**src/rtl/mul_div_unit_pkg.sv**
```systemverilog
// Shared types, widths and arithmetic helpers for the iterative multiply/divide unit.
package mul_div_unit_pkg;

    localparam int unsigned XLEN     = 32;
    localparam int unsigned DXLEN    = 2 * XLEN;
    localparam int unsigned MDU_ITER = 32;
    localparam int unsigned CNT_W    = 5;

    typedef enum logic [1:0] {
        MDU_MULTU = 2'b00,
        MDU_MULT  = 2'b01,
        MDU_DIVU  = 2'b10,
        MDU_DIV   = 2'b11
    } mdu_op_e;

    typedef enum logic [1:0] {
        ST_IDLE = 2'b00,
        ST_CALC = 2'b01,
        ST_FIX  = 2'b10
    } mdu_state_e;

    typedef struct packed {
        mdu_op_e         op;
        logic [XLEN-1:0] a;
        logic [XLEN-1:0] b;
    } mdu_req_t;

    function automatic logic [XLEN-1:0] neg_x(input logic [XLEN-1:0] v);
        return ~v + XLEN'(1);
    endfunction

    function automatic logic [XLEN-1:0] abs_x(input logic [XLEN-1:0] v);
        return v[XLEN-1] ? neg_x(v) : v;
    endfunction

    function automatic logic [DXLEN-1:0] neg_dx(input logic [DXLEN-1:0] v);
        return ~v + DXLEN'(1);
    endfunction

endpackage

```
**src/rtl/mul_div_unit_if.sv**
```systemverilog
// Issue/writeback bundle between the pipeline controller and the multiply/divide unit.
interface mul_div_unit_if;
    import mul_div_unit_pkg::*;

    logic            start;
    logic [1:0]      op;
    logic [XLEN-1:0] a;
    logic [XLEN-1:0] b;
    logic            hi_we;
    logic            lo_we;
    logic [XLEN-1:0] wdata;
    logic [XLEN-1:0] hi;
    logic [XLEN-1:0] lo;
    logic            busy;
    logic            done;

    modport master (
        output start, op, a, b, hi_we, lo_we, wdata,
        input  hi, lo, busy, done
    );

    modport slave (
        input  start, op, a, b, hi_we, lo_we, wdata,
        output hi, lo, busy, done
    );

endinterface

```
**src/rtl/mul_div_unit.sv**
```systemverilog
// 34-cycle iterative MULT/MULTU/DIV/DIVU engine with private HI/LO and MTHI/MTLO access.
module mul_div_unit
    import mul_div_unit_pkg::*;
(
    input  logic          clk,
    input  logic          rst,
    mul_div_unit_if.slave bus
);

    mdu_state_e       state_q, state_d;
    logic [CNT_W-1:0] cnt_q, cnt_d;
    logic             is_div_q, is_div_d;
    logic             neg_lo_q, neg_lo_d;
    logic             neg_hi_q, neg_hi_d;
    logic [DXLEN-1:0] acc_q, acc_d;
    logic [XLEN-1:0]  opb_q, opb_d;
    logic [XLEN-1:0]  hi_q, hi_d;
    logic [XLEN-1:0]  lo_q, lo_d;
    logic             busy_q, busy_d;
    logic             done_q, done_d;

    mdu_req_t         req;
    logic             req_signed;
    logic             req_div;
    logic             req_dz;
    logic             sign_ab;
    logic [XLEN:0]    sum;
    logic [XLEN+1:0]  diff;
    logic [DXLEN-1:0] prod;

    assign req        = '{op: mdu_op_e'(bus.op), a: bus.a, b: bus.b};
    assign req_signed = (req.op == MDU_MULT) || (req.op == MDU_DIV);
    assign req_div    = (req.op == MDU_DIVU) || (req.op == MDU_DIV);
    assign req_dz     = req_div && (req.b == '0);
    assign sign_ab    = req.a[XLEN-1] ^ req.b[XLEN-1];

    // State register
    always_ff @(posedge clk or negedge rst) begin
        if (!rst) state_q <= ST_IDLE;
        else      state_q <= state_d;
    end

    // Next-state logic
    always_comb begin
        state_d = state_q;
        unique case (state_q)
            ST_IDLE: if (bus.start) state_d = ST_CALC;
            ST_CALC: if (cnt_q == CNT_W'(MDU_ITER - 1)) state_d = ST_FIX;
            ST_FIX:  state_d = ST_IDLE;
            default: state_d = ST_IDLE;
        endcase
    end

    // Datapath and output next-values; divide-by-zero skips abs/negate so HI ends up as raw a
    always_comb begin
        cnt_d    = cnt_q;
        is_div_d = is_div_q;
        neg_lo_d = neg_lo_q;
        neg_hi_d = neg_hi_q;
        acc_d    = acc_q;
        opb_d    = opb_q;
        hi_d     = hi_q;
        lo_d     = lo_q;
        busy_d   = busy_q;
        done_d   = 1'b0;
        sum      = '0;
        diff     = '0;
        prod     = '0;
        unique case (state_q)
            ST_IDLE: begin
                if (bus.start) begin
                    cnt_d    = '0;
                    busy_d   = 1'b1;
                    is_div_d = req_div;
                    acc_d    = {XLEN'(0), (req_signed && !req_dz) ? abs_x(req.a) : req.a};
                    opb_d    = req_signed ? abs_x(req.b) : req.b;
                    neg_lo_d = req_signed && !req_dz && sign_ab;
                    neg_hi_d = req_signed && !req_dz && (req_div ? req.a[XLEN-1] : sign_ab);
                end else begin
                    if (bus.hi_we) hi_d = bus.wdata;
                    if (bus.lo_we) lo_d = bus.wdata;
                end
            end
            ST_CALC: begin
                cnt_d = cnt_q + CNT_W'(1);
                if (is_div_q) begin
                    // acc = {partial remainder, dividend shifting into quotient}
                    diff = {1'b0, acc_q[DXLEN-1:XLEN-1]} - {2'b00, opb_q};
                    if (!diff[XLEN+1]) acc_d = {diff[XLEN-1:0], acc_q[XLEN-2:0], 1'b1};
                    else               acc_d = {acc_q[DXLEN-2:0], 1'b0};
                end else begin
                    sum   = {1'b0, acc_q[DXLEN-1:XLEN]} + (acc_q[0] ? {1'b0, opb_q} : '0);
                    acc_d = {sum, acc_q[XLEN-1:1]};
                end
            end
            ST_FIX: begin
                busy_d = 1'b0;
                done_d = 1'b1;
                if (is_div_q) begin
                    lo_d = neg_lo_q ? neg_x(acc_q[XLEN-1:0]) : acc_q[XLEN-1:0];
                    hi_d = neg_hi_q ? neg_x(acc_q[DXLEN-1:XLEN]) : acc_q[DXLEN-1:XLEN];
                end else begin
                    prod = neg_lo_q ? neg_dx(acc_q) : acc_q;
                    hi_d = prod[DXLEN-1:XLEN];
                    lo_d = prod[XLEN-1:0];
                end
            end
            default: ;
        endcase
    end

    // Datapath and output registers
    always_ff @(posedge clk or negedge rst) begin
        if (!rst) begin
            cnt_q    <= '0;
            is_div_q <= 1'b0;
            neg_lo_q <= 1'b0;
            neg_hi_q <= 1'b0;
            acc_q    <= '0;
            opb_q    <= '0;
            hi_q     <= '0;
            lo_q     <= '0;
            busy_q   <= 1'b0;
            done_q   <= 1'b0;
        end else begin
            cnt_q    <= cnt_d;
            is_div_q <= is_div_d;
            neg_lo_q <= neg_lo_d;
            neg_hi_q <= neg_hi_d;
            acc_q    <= acc_d;
            opb_q    <= opb_d;
            hi_q     <= hi_d;
            lo_q     <= lo_d;
            busy_q   <= busy_d;
            done_q   <= done_d;
        end
    end

    assign bus.hi   = hi_q;
    assign bus.lo   = lo_q;
    assign bus.busy = busy_q;
    assign bus.done = done_q;

endmodule

```
**src/flat_wrapper.sv**
```systemverilog
// flat-port wrapper written by rule: the top's interface ports become plain ports
module mul_div_unit_flat import mul_div_unit_pkg::*;
  (clk, rst, bus_start, bus_op, bus_a, bus_b, bus_hi_we, bus_lo_we, bus_wdata, bus_hi, bus_lo, bus_busy, bus_done);
  mul_div_unit_if bus_i ();
  input  logic clk;
  input  logic rst;
  input wire logic [$bits(bus_i.start)-1:0] bus_start;
  input wire logic [$bits(bus_i.op)-1:0] bus_op;
  input wire logic [$bits(bus_i.a)-1:0] bus_a;
  input wire logic [$bits(bus_i.b)-1:0] bus_b;
  input wire logic [$bits(bus_i.hi_we)-1:0] bus_hi_we;
  input wire logic [$bits(bus_i.lo_we)-1:0] bus_lo_we;
  input wire logic [$bits(bus_i.wdata)-1:0] bus_wdata;
  output wire logic [$bits(bus_i.hi)-1:0] bus_hi;
  output wire logic [$bits(bus_i.lo)-1:0] bus_lo;
  output wire logic [$bits(bus_i.busy)-1:0] bus_busy;
  output wire logic [$bits(bus_i.done)-1:0] bus_done;
  assign bus_i.start = bus_start;
  assign bus_i.op = bus_op;
  assign bus_i.a = bus_a;
  assign bus_i.b = bus_b;
  assign bus_i.hi_we = bus_hi_we;
  assign bus_i.lo_we = bus_lo_we;
  assign bus_i.wdata = bus_wdata;
  assign bus_hi = bus_i.hi;
  assign bus_lo = bus_i.lo;
  assign bus_busy = bus_i.busy;
  assign bus_done = bus_i.done;
  mul_div_unit u_core (.clk(clk), .rst(rst), .bus(bus_i));
endmodule
```
**config.mk**
```make
export PLATFORM = sky130hd
export DESIGN_NAME = mul_div_unit_flat
export DESIGN_NICKNAME = d
export VERILOG_FILES = /design/src/rtl/mul_div_unit_pkg.sv /design/src/rtl/mul_div_unit_if.sv /design/src/rtl/mul_div_unit.sv /design/src/flat_wrapper.sv
export SDC_FILE = /design/constraint.sdc
export NUM_CORES = 1
export LEC_CHECK = 0
export BUFFER_PORTS_ARGS = -buffer_cell sky130_fd_sc_hd__buf_2
export CAP_MARGIN = 5
export CORE_UTILIZATION = 25
export DETAILED_ROUTE_END_ITERATION = 6
export SLEW_MARGIN = 20
export SYNTH_ARGS = -nofsm -noshare
export SYNTH_HDL_FRONTEND = slang
export SYNTH_SLANG_ARGS = --single-unit
```
**constraint.sdc**
```tcl
create_clock -name clk -period 7.35 [get_ports clk]
set_input_delay 1.47 -clock clk [delete_from_list [all_inputs] [get_ports clk]]
set_output_delay 1.47 -clock clk [all_outputs]
set_load 0.01 [all_outputs]
```
==> results <==
- After detailed routing, the number of vias per cell comes to between 5 and 6.
- During I/O placement, the number of pins put on the boundary was 169.
- The transition time at the pin with the least slew margin is around 1.1 ns.
- The DRC violations left is 0.
- After clock tree synthesis, the flow added hold-fix buffers numbering 0.
- The die height is between 200 and 250 µm.
- Across the VDD grid, the largest voltage drop is 0.000244 V.
- The main flop type after synthesis is dfrtp_1.
- The share of post-route cells with drive strength above 1 is 0.126.
- Data on the critical path arrives at its endpoint at 4.57 ns.
- Across the routed clock network, the largest skew measured is 0.0162 ns.
- Across the run, the number of max-cap violations was 0.
- The average cell area after synthesis is about 7.7 µm².
- The first TritonRoute pass finished after 5 iterations.
- The clock root buffer master is clkbuf_16.
- The maximum level of the CTS H-tree is 4.
- Setup repair after global routing left no endpoint under its margin.
- The capture point of the worst reg-to-reg path is u_core.acc_q[62]$_DFFE_PN0P_.
- The maximum buffer depth of the clock tree is 2.
- The quantity of gates resized following cts is 0.
- The cell leakage power is 0.00717 µW.
- The share of flip-flops with an asynchronous set or reset after synthesis is 1.00.
- Counting cells, the worst reg-to-reg path comes to 14.
- The max-slew violation count was 0.
- For this block, the routed nets add up to 51600 µm of wire.
- The total half-perimeter wirelength after legalization and detailed placement is roughly 40000 µm.
- The reg-to-reg critical path startpoint is u_core.acc_q[31]$_DFFE_PN0P_.
- The number of clock buffers added by TritonCTS is 17.
- Clock latency on the worst-skew pair, taken at its later pin, is 0.47 ns.
- The maximum operating frequency is 0.235 GHz.
- The total design power is ~8800 µW.
- The commonest cells after synthesis are nand2_1, o21ai_0, nor2_1.
- The first-pass GRT wire length is 80400 µm.
- The Yosys step of the flow raised 0 warnings.
- The startpoint class of the critical path is a flop.
- The number of diodes added for antenna fixing is 0.
- The final cycle utilization of the critical path is 0.579.
- STA classifies the critical path endpoint as a flop.
- The final weighted congestion in routability-driven placement is 0.955.
- The initial antenna violation count was 0.
- Synthesis produced a netlist whose cell count is between 1500 and 2000.
- Buffers added to address setup during post-CTS repair amount to 0.
- The CTS clock-pin slew for the worst setup and hold paths is ~0.080 ns.
- The netlist uses 74 different library cells.
- The number of nets with antenna violations after routing is 0.
- By area the synthesized netlist is led by dfrtp_1, nand2_1, o21ai_0.
- The final count of negative-setup-slack endpoints is 0.
- The share of Yosys cell area claimed by the top area cell type is 0.296.
- The class of the tightest hold or removal check is flop to flop.
- The layout overhead on the synthesized area is 14.8%.
- The worst hold path terminates at u_core.bus.lo[12]$_DFFE_PN0P_.
- The time the final worst path needs with I/O delays and setup is 4.26 ns.
- The post-route cell area is between 0.015 and 0.02 mm².
- The largest net degree at the start of global routing is a little over 80.
- For this block, the via count after detailed routing is between 10000 and 15000.
- The detailed router finished its first iteration with approximately 1300 violations.
- Measured on the finished design, the core utilization comes to 0.290.
- The die is 243 µm wide.
- The most used standard cell by instance count after synthesis is nand2_1.
- The worst-case hold slack is ~0.47 ns.
- Buffers placed on the I/O ports in this run total between 150 and 200.
- The critical path class is flop to flop.
- The wire length per cell is between 15 and 20 µm.
- The cell area power density is between 500 and 600 mW/mm².
- The clock sink count is 172.
- Counting instances, the worst hold path has a depth of 1.
- Synthesis produced a netlist with a net count of 2072.
- The number of global-route vias before repair is ~14000.
- The maximum net fanout on the critical path is 9.
- The accumulated negative setup slack is 0 ns.
- The biggest area contributor in the post-synthesis netlist is dfrtp_1.
- For this run, the total global-route usage over all layers was measured as 0.173.
- The number of enable flip-flop cells after synthesis is 0.
- The worst hold path begins at u_core.bus.lo[12]$_DFFE_PN0P_.
- TritonCTS built the clock tree.
- The die area is approximately 0.059 mm².
- The mapped netlist covers 0.0146 mm².
- The global route total overflow is 0.
- The number of hold violations in the final report came to 0.
- Once placement finished, the instance area stood at 0.0161 mm².
- The flow ran to the end, and the final reports show no timing, DRC or antenna violations.
- The share of synthesized area occupied by flip-flops and latches is 0.296.
- The synthesized design contains roughly 170 register bits.
- For this run, the post-layout net count is 2156.
- The cell row count is just under 90.
- After floorplanning, the core was sized to cover between 0.05 and 0.06 mm².
- The worst endpoint required time is between 7 and 8 ns.
- Measured against its own limit, the worst slew margin works out to 0.273.
- The starting density of the core is 0.253.
- Across all register-to-register paths, the minimum setup slack is approximately 3.1 ns.
## cell type report
| cell class | instances | area, µm² |
|---|---|---|
| Fill cell | 6203 | 40900 |
| Multi-Input combinational cell | 1548 | 9640 |
| Sequential cell | 172 | 4310 |
| Tap cell | 765 | 957 |
| Timing Repair Buffer | 182 | 956 |
| Clock buffer | 17 | 425 |
| Inverter | 60 | 225 |
| Clock inverter | 15 | 211 |
## layout by cell type (no fill, tap or decap), types with 31 or more instances in the layout
cell type	n
mux2i_1	39
a21oi_1	179
ha_1	70
o21ai_0	187
xor2_1	65
nand2_1	258
inv_1	58
dfrtp_1	171
buf_2	167
a21o_1	31
nand3_1	35
o31ai_1	36
nor2_1	181
xnor2_1	102
## sequential cells by signal, summed over array words and instances (netlist names), 2 cells and up
register        flops
u_core.opb_q       32
u_core.bus.hi      32
u_core.acc_q       64
u_core.cnt_q        5
u_core.state_q      2
u_core.bus.lo      32
## logic make-up after synthesis
kind of cell	share of synthesized area
DFF	0.296
xor gates and xnor gates	0.100
AOI/OAI and AO/OA	0.264
muxes	0.0268
and+or+nand+nor	0.204
buffers and inverters	0.0458
adders and majority gates	0.0629
## worst max path at each step
| stage | slack [ns] | from | endpoint |
|---|---|---|---|
| after floorplan | 3.34 | bus_a[5] | u_core.acc_q[29]$_DFFE_PN0P_ |
| after global routing | 2.82 | u_core.acc_q[31]$_DFFE_PN0P_ | u_core.acc_q[62]$_DFFE_PN0P_ |
| final | 3.09 | u_core.acc_q[31]$_DFFE_PN0P_ | u_core.acc_q[62]$_DFFE_PN0P_ |
| after global placement | 2.54 | bus_b[10] | u_core.acc_q[7]$_DFFE_PN0P_ |
| after CTS | 2.98 | bus_b[10] | u_core.acc_q[9]$_DFFE_PN0P_ |
| after detailed placement | 2.50 | bus_b[10] | u_core.acc_q[1]$_DFFE_PN0P_ |
## power breakdown
group	switching, µW	internal (µW)	total [µW]
Sequential	775	1420	2190
Combinational	3410	2240	5650
Clock	500	472	972
## through the flow
stage / worst slack, ns / std cells
3_5_place_dp: 2.50 / 2727
6_report: 3.09 / 2759
2_1_floorplan: 3.34 / 1897
4_1_cts: 2.98 / 2759
5_1_grt: 2.82 / 2759
3_3_place_gp: 2.54 / 2727
## critical path, stage by stage (launching register included)
cell and delay, ns:
dfrtp_1 0.52, inv_1 0.26, ha_1 0.22, inv_1 0.06, fa_1 0.39, a21oi_1 0.20
nor2b_1 0.10, a311oi_1 0.62, a31o_2 0.33, a21boi_0 0.17, o2111ai_1 0.31, a21oi_1 0.15
a221oi_1 0.33, xor2_1 0.28, o221ai_1 0.14
## per-layer routing
| metal | part of all wire | GRT usage | wire length, µm | vias to the layer above |
|---|---|---|---|---|
| met5 | 0 | 0 | 0 | - |
| met4 | 0.016 | 0.0411 | 814 | 0 |
| met3 | 0.070 | 0.0238 | 3640 | 46 |
| met2 | 0.43 | 0.261 | 22300 | 593 |
| met1 | 0.48 | 0.256 | 24800 | 6964 |
| li1 | - | - | - | 6954 |
(Power assumes the default switching activity.)
